## config.mk

```make
export PLATFORM = sky130hd
export DESIGN_NAME = frame_receiver
export DESIGN_NICKNAME = d
export VERILOG_FILES = /design/src/rtl/frame_receiver.sv
export SDC_FILE = /design/constraint.sdc
export NUM_CORES = 1
export LEC_CHECK = 0
export ABC_AREA = 1
export CAP_MARGIN = 20
export CORE_ASPECT_RATIO = 0.7
export CORE_MARGIN = 1
export CORE_UTILIZATION = 51
export DETAILED_ROUTE_END_ITERATION = 16
export GPL_TIMING_DRIVEN = 0
export HOLD_SLACK_MARGIN = 0.15
export PLACE_DENSITY = 0.86
export SLEW_MARGIN = 5
export SYNTH_ARGS = -nofsm -noshare
export SYNTH_HDL_FRONTEND = slang
export SYNTH_SLANG_ARGS = --single-unit
```

## constraint.sdc

```tcl
create_clock -name clk -period 1.85 [get_ports clk]
set_input_delay 0.37 -clock clk [delete_from_list [all_inputs] [get_ports clk]]
set_output_delay 0.37 -clock clk [all_outputs]
set_load 0.02 [all_outputs]
```

## src/rtl/frame_receiver.sv

```systemverilog
// rtl/frame_receiver.sv - assembles checksummed display frames from a UART byte stream
//
// Collects NUM_BYTES payload bytes plus one additive checksum byte. Frames are
// delimited by GAP_CYCLES idle cycles. A good frame is published atomically on
// data. The bus blanks to zero after STALE_CYCLES without a committed frame.
//
// Ports:
//   clk        system clock
//   rst        synchronous reset, active-high
//   rx_valid   one-cycle strobe, rx_data holds a received byte
//   rx_data    received byte
//   rx_err     one-cycle strobe, UART framing/parity error on the current byte
//   data       published frame, data[0] is the first byte on the wire
//   frame_stb  one-cycle pulse, new frame committed to data
//   err_stb    one-cycle pulse, frame rejected (checksum, truncation, rx_err)
//   stale      1 while no good frame has arrived within STALE_CYCLES (data is zero)

module frame_receiver #(
    parameter int NUM_BYTES    = 20,
    parameter int GAP_CYCLES   = 50_000,
    parameter int STALE_CYCLES = 50_000_000
) (
    input  logic                      clk,
    input  logic                      rst,
    input  logic                      rx_valid,
    input  logic [7:0]                rx_data,
    input  logic                      rx_err,
    output logic [NUM_BYTES-1:0][7:0] data,
    output logic                      frame_stb,
    output logic                      err_stb,
    output logic                      stale
);

    localparam int IDX_W   = $clog2(NUM_BYTES + 1);
    localparam int GAP_W   = $clog2(GAP_CYCLES + 1);
    localparam int STALE_W = $clog2(STALE_CYCLES + 1);

    typedef enum logic [1:0] {
        DISCARD,
        IDLE,
        RECV
    } state_t;

    state_t                    state;
    state_t                    state_next;
    logic [IDX_W-1:0]          idx;
    logic [IDX_W-1:0]          idx_next;
    logic [IDX_W-1:0]          wr_idx;
    logic [7:0]                sum;
    logic [7:0]                sum_next;
    logic [GAP_W-1:0]          gap_cnt;
    logic [STALE_W-1:0]        stale_cnt;
    logic [NUM_BYTES-1:0][7:0] shadow;

    logic activity;
    logic gap_expire;
    logic stale_expire;
    logic shadow_we;
    logic commit;
    logic reject;

    assign activity = rx_valid || rx_err;

    // Expiry fires in the cycle whose edge brings gap_cnt to GAP_CYCLES, so a
    // byte arriving right after GAP_CYCLES idle cycles is already accepted.
    // The >= keeps DISCARD from getting stuck if the counter is already saturated.
    assign gap_expire   = !activity && (gap_cnt >= GAP_W'(GAP_CYCLES - 1));
    assign stale_expire = stale_cnt >= STALE_W'(STALE_CYCLES - 1);

    always_comb begin
        state_next = state;
        idx_next   = idx;
        sum_next   = sum;
        wr_idx     = idx;
        shadow_we  = 1'b0;
        commit     = 1'b0;
        reject     = 1'b0;
        case (state)
            DISCARD: begin
                if (gap_expire) begin
                    state_next = IDLE;
                end
            end
            IDLE: begin
                if (rx_err) begin
                    state_next = DISCARD;
                end else if (rx_valid) begin
                    wr_idx     = '0;
                    shadow_we  = 1'b1;
                    sum_next   = rx_data;
                    idx_next   = IDX_W'(1);
                    state_next = RECV;
                end
            end
            RECV: begin
                // rx_err has priority over a byte presented in the same cycle.
                if (rx_err) begin
                    reject     = 1'b1;
                    state_next = DISCARD;
                end else if (rx_valid) begin
                    if (idx == IDX_W'(NUM_BYTES)) begin
                        if (rx_data == sum) begin
                            commit = 1'b1;
                        end else begin
                            reject = 1'b1;
                        end
                        state_next = DISCARD;
                    end else begin
                        shadow_we = 1'b1;
                        sum_next  = sum + rx_data;
                        idx_next  = idx + IDX_W'(1);
                    end
                end else if (gap_expire) begin
                    reject     = 1'b1;
                    state_next = IDLE;
                end
            end
            default: begin
                state_next = DISCARD;
            end
        endcase
    end

    always_ff @(posedge clk) begin
        if (rst) begin
            state     <= DISCARD;
            idx       <= '0;
            sum       <= '0;
            gap_cnt   <= '0;
            stale_cnt <= '0;
            shadow    <= '0;
            data      <= '0;
            frame_stb <= 1'b0;
            err_stb   <= 1'b0;
            stale     <= 1'b1;
        end else begin
            state     <= state_next;
            idx       <= idx_next;
            sum       <= sum_next;
            frame_stb <= commit;
            err_stb   <= reject;

            if (activity) begin
                gap_cnt <= '0;
            end else if (gap_cnt != GAP_W'(GAP_CYCLES)) begin
                gap_cnt <= gap_cnt + GAP_W'(1);
            end

            if (commit) begin
                stale_cnt <= '0;
            end else if (stale_cnt != STALE_W'(STALE_CYCLES)) begin
                stale_cnt <= stale_cnt + STALE_W'(1);
            end

            for (int i = 0; i < NUM_BYTES; i++) begin
                if (shadow_we && (wr_idx == IDX_W'(i))) begin
                    shadow[i] <= rx_data;
                end
            end

            // A commit landing on the stale expiry cycle takes precedence.
            if (commit) begin
                data  <= shadow;
                stale <= 1'b0;
            end else if (stale_expire) begin
                data  <= '0;
                stale <= 1'b1;
            end
        end
    end

endmodule

```

# Word-level counts from Yosys, hierarchy flattened
# Cells that the tools add are included.
[word_totals]
ff_bits = 380
inputBits = 12
elab_cells = 161
[op_classes]
addsub = 4
magnitude_cmp = 2
n_eq_ne = 32
mux = 42
bitwise_logic = 1
n_reduce_logical = 32
[ops]
columns = ["cell", "count"]
rows = [
  ["two-way mux 160 bit", 2],
  ["equality test 5 x 4 -> 1 bit (second input constant)", 8],
  ["two-way mux 5 bit", 8],
  ["two-way mux 8 bit", 5],
  ["adder 26 x 1 -> 26 bit (second input constant)", 1],
  ["greater-or-equal comparator 26 bit (second input constant)", 1],
  ["inequality test 26 bit (second input constant)", 1],
  ["equality test 5 bit (second input constant)", 5],
  ["logical AND 1 bit", 21],
  ["equality test 5 x 3 -> 1 bit (second input constant)", 4],
  ["two-way mux 1 bit", 17],
  ["adder 16 x 1 -> 16 bit (second input constant)", 1],
  ["greater-or-equal comparator 16 bit (second input constant)", 1],
  ["inequality test 16 bit (second input constant)", 1],
  ["case mux 8 bit (2 select lines)", 1],
  ["two-way mux 2 bit", 6],
  ["equality test 5 x 2 -> 1 bit (second input constant)", 2],
  ["inequality test 2 bit (second input constant)", 5],
  ["case mux 5 bit (2 select lines)", 1],
  ["adder 8 bit", 1],
  ["equality test 8 bit", 1],
  ["case mux 2 bit (3 select lines)", 1],
  ["AND reduction 6 bit", 1],
  ["OR reduction 2 bit", 3],
  ["other kinds (14)", 15],
]

# Logic depth before layout (Yosys ltp)
[logic_depth]
word_depth = 7
depth_mapped = 12

# Worst setup path before layout
# Ideal clock, no wire load.
[synth_timing]
path_kind = "input to register"
startpoint = "input rx_data[2]"
endpoint = "register data[0] (netlist name)"
setup_ns = 0.113
t_arrival_ns = 1.745
required_time_ns = 1.737
slack_ns = -0.009
path_stages = 11
path_cell_list = "ha_1 nor3_1 nand2_1 nor2_1 nand2_1 nand2_2 inv_1 buf_2 buf_2 nand3_1 nand2_1"
[synth_between]
elab_chain_cells = 7
word_cells_on_any_way = 8
classes_between = "eq/ne (1); mux (6); reduce/logical (1)"
[synth_rtl]
columns = ["item", "line", "rtl"]
rows = [
  ["start: declaration", "26", "input logic [7:0] rx_data,"],
  ["equality test 8 bit (*)", "102", "if (rx_data == sum) begin"],
  ["two-way mux 1 bit (*)", "102", ""],
  ["two-way mux 1 bit (*)", "101", "if (idx == IDX_W'(NUM_BYTES)) begin"],
  ["two-way mux 1 bit (*)", "100", "end else if (rx_valid) begin"],
  ["two-way mux 1 bit (*)", "97", "if (rx_err) begin"],
  ["two-way mux 1 bit (*)", "78", "case (state)"],
  ["two-way mux 160 bit or nonzero test 2 bit (tied branches)", "n/a", ""],
  ["end signal: assignment", "163", "data <= shadow;"],
  ["end: declaration", "28", "output logic [NUM_BYTES-1:0][7:0] data,"],
]
# Every way passes the cells marked *; elsewhere a longest branch is shown, timed or not.
# A chain may end at the register's enable or synchronous reset.

# Worst setup path after layout
[layout_timing]
startpoint = "register idx[3]"
endpoint = "register shadow[90] (netlist name)"
[layout_between]
elab_chain_cells = 6
word_cells_on_any_way = 10
classes_between = "eq/ne (2); mux (7); reduce/logical (1)"
[layout_rtl]
columns = ["item", "line", "rtl"]
rows = [
  ["start: declaration", "46", "logic [IDX_W-1:0] idx;"],
  ["start signal: assignment", "138", "idx <= idx_next;"],
  ["equality test 5 bit", "101", ""],
  ["two-way mux 1 bit", "101", ""],
  ["two-way mux 1 bit", "100", ""],
  ["two-way mux 1 bit", "97", ""],
  ["case mux 1 bit (2 select lines)", "78", ""],
  ["logical AND 1 bit (*)", "156", "if (shadow_we && (wr_idx == IDX_W'(i))) begin"],
  ["end signal: indexed assignment", "157", "shadow[i] <= rx_data;"],
  ["end: declaration", "53", "logic [NUM_BYTES-1:0][7:0] shadow;"],
]
# Marked as above.

==> impl_metrics.yaml <==
yosys:
  ys_warn_count: 0
  ys_seq_elements: 380
  synth_top_area_share_pct: 49.0
  synth_flop_cell: "dfxtp_1"
  synth_top_cell_by_area: "dfxtp_1"
  ys_async_sr_fraction_pct: 0
  synth_cells: 2120
  synth_area_um2: 15500
  avgSynthCellArea_um2: 7.32
  ys_seq_area_share_pct: 49.0
  synth_edf_count: 0
  synth_cell_type_count: 35
  synth.area.top_cells: "dfxtp_1, nand2_1, nand3_1"
  syn-num-nets: 2150
cells_and_area:
  n_antenna_cell: 0
  final_nets: 2483
  final_util_pct: 77.3
  drive_gt1_share_pct: 27.2
  syn2layout_area_growth_pct: 49.2
  finalNonFillerCells: 2886
  fillers: 1801
worst_setup_path:
  cp-end-kind: "register"
  cp.arrival_ns: 2.71
  r2r_cells: 10
  cp_max_fo: 6
  critPathLaunchType: "register"
  worst-setup-path-type: "reg -> reg"
  crit_required_ns: 2.29
routing:
  vias: 17600
  drtAntennaViolNets: 0
  drt_iter0_drc: 2815
  avgViaCountPerCell: 6.09
  route.detailed.drc: 0
  dr.pass1.iters: 8
  wl_um: 64100
  wl_per_cell_um: 22.2
pwr:
  ir_worst_vdd_mv: 0.566
  p_per_area_nw_per_um2: 713
  p_leak_uw: 0.0114
run:
  max-cap-violations: 0
sta:
  fin_crit_sh_pct: 123
  setup-violations-final: 279
  maxSlewHeadroom_pct: 9.48
  setup_tns_ns: -48.97
  maxSlewViolCount: 0
  worstMarginPinSlew_ns: 1.36
  period_needed_ns: 2.27
  hold_viol: 0
  finClkSkew_ns: 0.0333
  timing.final.ws_setup_ns: -0.417
  fmax_ghz: 0.441
  rsz0062_at_grt: "true"
global_route:
  grt.overflow.total: 0
  grt_pass1_wl_um: 74500
  grt_usage_pct: 30.0
  grt_start_max_net_pins: 16
  grt_antenna_before_repair: 2
  grt_pass1_vias: 14400
floorplanning:
  core-area_um2: 30000
  start_util_pct: 51.8
  io_pins: 175
  die_h_um: 148
  die_w_um: 211
  num_rows: 53
  die_area_um2: 31100
cts:
  clock_path_buffers: 3
  clk_latency_ns: 0.55
  cts_hold_buf: 0
  cts.sinks: 380
  clk_pin_slew_worst_paths_ns: 0.07
  cts_inserted_buffers: 36
  clock_tree.htree_level_count: 2
  cts_tree: "yes"
  cts_root_buf: "clkbuf_16"
place:
  place_hpwl_um: 32400
  port_buffers: 173
  gp_congestion: 0.936
  numPlacedInstances: 2705
outcome:
  violations: "setup timing"
  status: "finished with violations"
min_path:
  whs_path_depth: 3
  min_path_type: "in -> reg"
## cell type report
cell class                      count  area (um^2)  share of cell area (%)
Clock buffer                       49         1050                    4.54
Inverter                          132          536                    2.31
Buffer                            121         1270                    5.50
Timing Repair Buffer              297         3370                    14.6
Tap cell                          412          515                    2.23
Multi-Input combinational cell   1485         8660                    37.4
Sequential cell                   380         7640                    33.0
Clock inverter                     10          111                   0.481
## through the flow
| step | hold slack (ns) | cell area [um^2] | total power, uW | worst slack [ns] |
|---|---|---|---|---|
| after floorplan | 0.426 | 15500 | 8640 | 0.00251 |
| after global placement | 0.431 | 17800 | 8820 | -1.17 |
| after detailed placement | 0.437 | 17800 | 8820 | -1.20 |
| after CTS | 0.450 | 20000 | 16200 | -0.0180 |
| after global routing | 0.308 | 23200 | 16700 | -0.424 |
| final | 0.303 | 23200 | 16500 | -0.417 |
## state kept, by name, indices dropped and copies added, names as in the netlist, 2 cells and up
name,flops
shadow,160
state,2
data,160
sum,8
idx,5
stale_cnt,26
gap_cnt,16
## worst max-delay path: stages, from the launching register on
cell and delay (ns):
dfxtp_1 0.38, buf_6 0.14, inv_2 0.05, nand4_1 0.15
nand3_4 0.19, a21boi_4 0.44, buf_12 0.20, buf_16 0.15
clkbuf_16 0.16, nand3_4 0.07, a21oi_2 0.20
## worst paths after layout
kind,from,end,slack (ns)
max,idx[3]$_SDFFE_PP0P_,shadow[90]$_SDFFE_PP0P_,-0.42
min,rx_valid,err_stb$_SDFF_PP0_,0.30
max reg2reg,idx[3]$_SDFFE_PP0P_,shadow[90]$_SDFFE_PP0P_,-0.42
min reg2reg,shadow[11]$_SDFFE_PP0P_,data[11]$_SDFFE_PP0P_,0.46
## power breakdown
group / switching, uW / internal, uW / total (uW) / leakage, uW
combinational: 487 / 210 / 697 / 0.00780
clock: 3370 / 4260 / 7630 / 0.000567
sequential: 11.3 / 8180 / 8190 / 0.00307
total: 3870 / 12600 / 16500 / 0.0114
## cells in the final DEF (no fill, tap or decap), types with 63 or more instances in the layout
master / instances
inv_1: 110
nand2_2: 85
nand2_4: 63
nand2_1: 482
dlygate4sd2_1: 120
dfxtp_1: 362
clkbuf_16: 70
buf_4: 74
nand3_1: 180
nand4_1: 82
nor2_1: 242
nand3_2: 69
## synth_stat cells (3+ instances only)
cell type and count:
xnor2_1 3, dfxtp_1 380, nor2_2 12, o21ai_0 52, nand2_2 3, nor2_4 11
buf_2 52, a21oi_1 99, xor2_1 10, ha_1 17, inv_1 124, buf_1 11
nor2_1 256, nor3_1 18, nor3_2 3, buf_4 15, nand3_2 6, clkbuf_1 43
nand3_1 263, nand2_1 631, inv_2 7, nand4_1 82
## cell families after synthesis
logic type | after synthesis | share of synthesized area [%]
compound gates | 161 | 5.36
xor+xnor | 13 | 0.734
fa+ha+maj | 18 | 1.50
buf+inv | 255 | 7.06
flops | 380 | 49.0
simple gates | 1293 | 36.3
## routing by layer
metal | track usage, % | routed length [um]
met1 | 41.7 | 23700
met5 | 0 | 25
met2 | 46.8 | 27500
met3 | 6.01 | 8330
met4 | 9.46 | 4500
## repair_timing
action / in CTS / in global routing
resized for setup: 357 / 563
buffers inserted: 36 / 48
setup endpoints to repair: 472 / 397
cloned: 4 / 38
pin swaps: 40 / 196
Note: power is estimated with default switching activity, not from simulation.
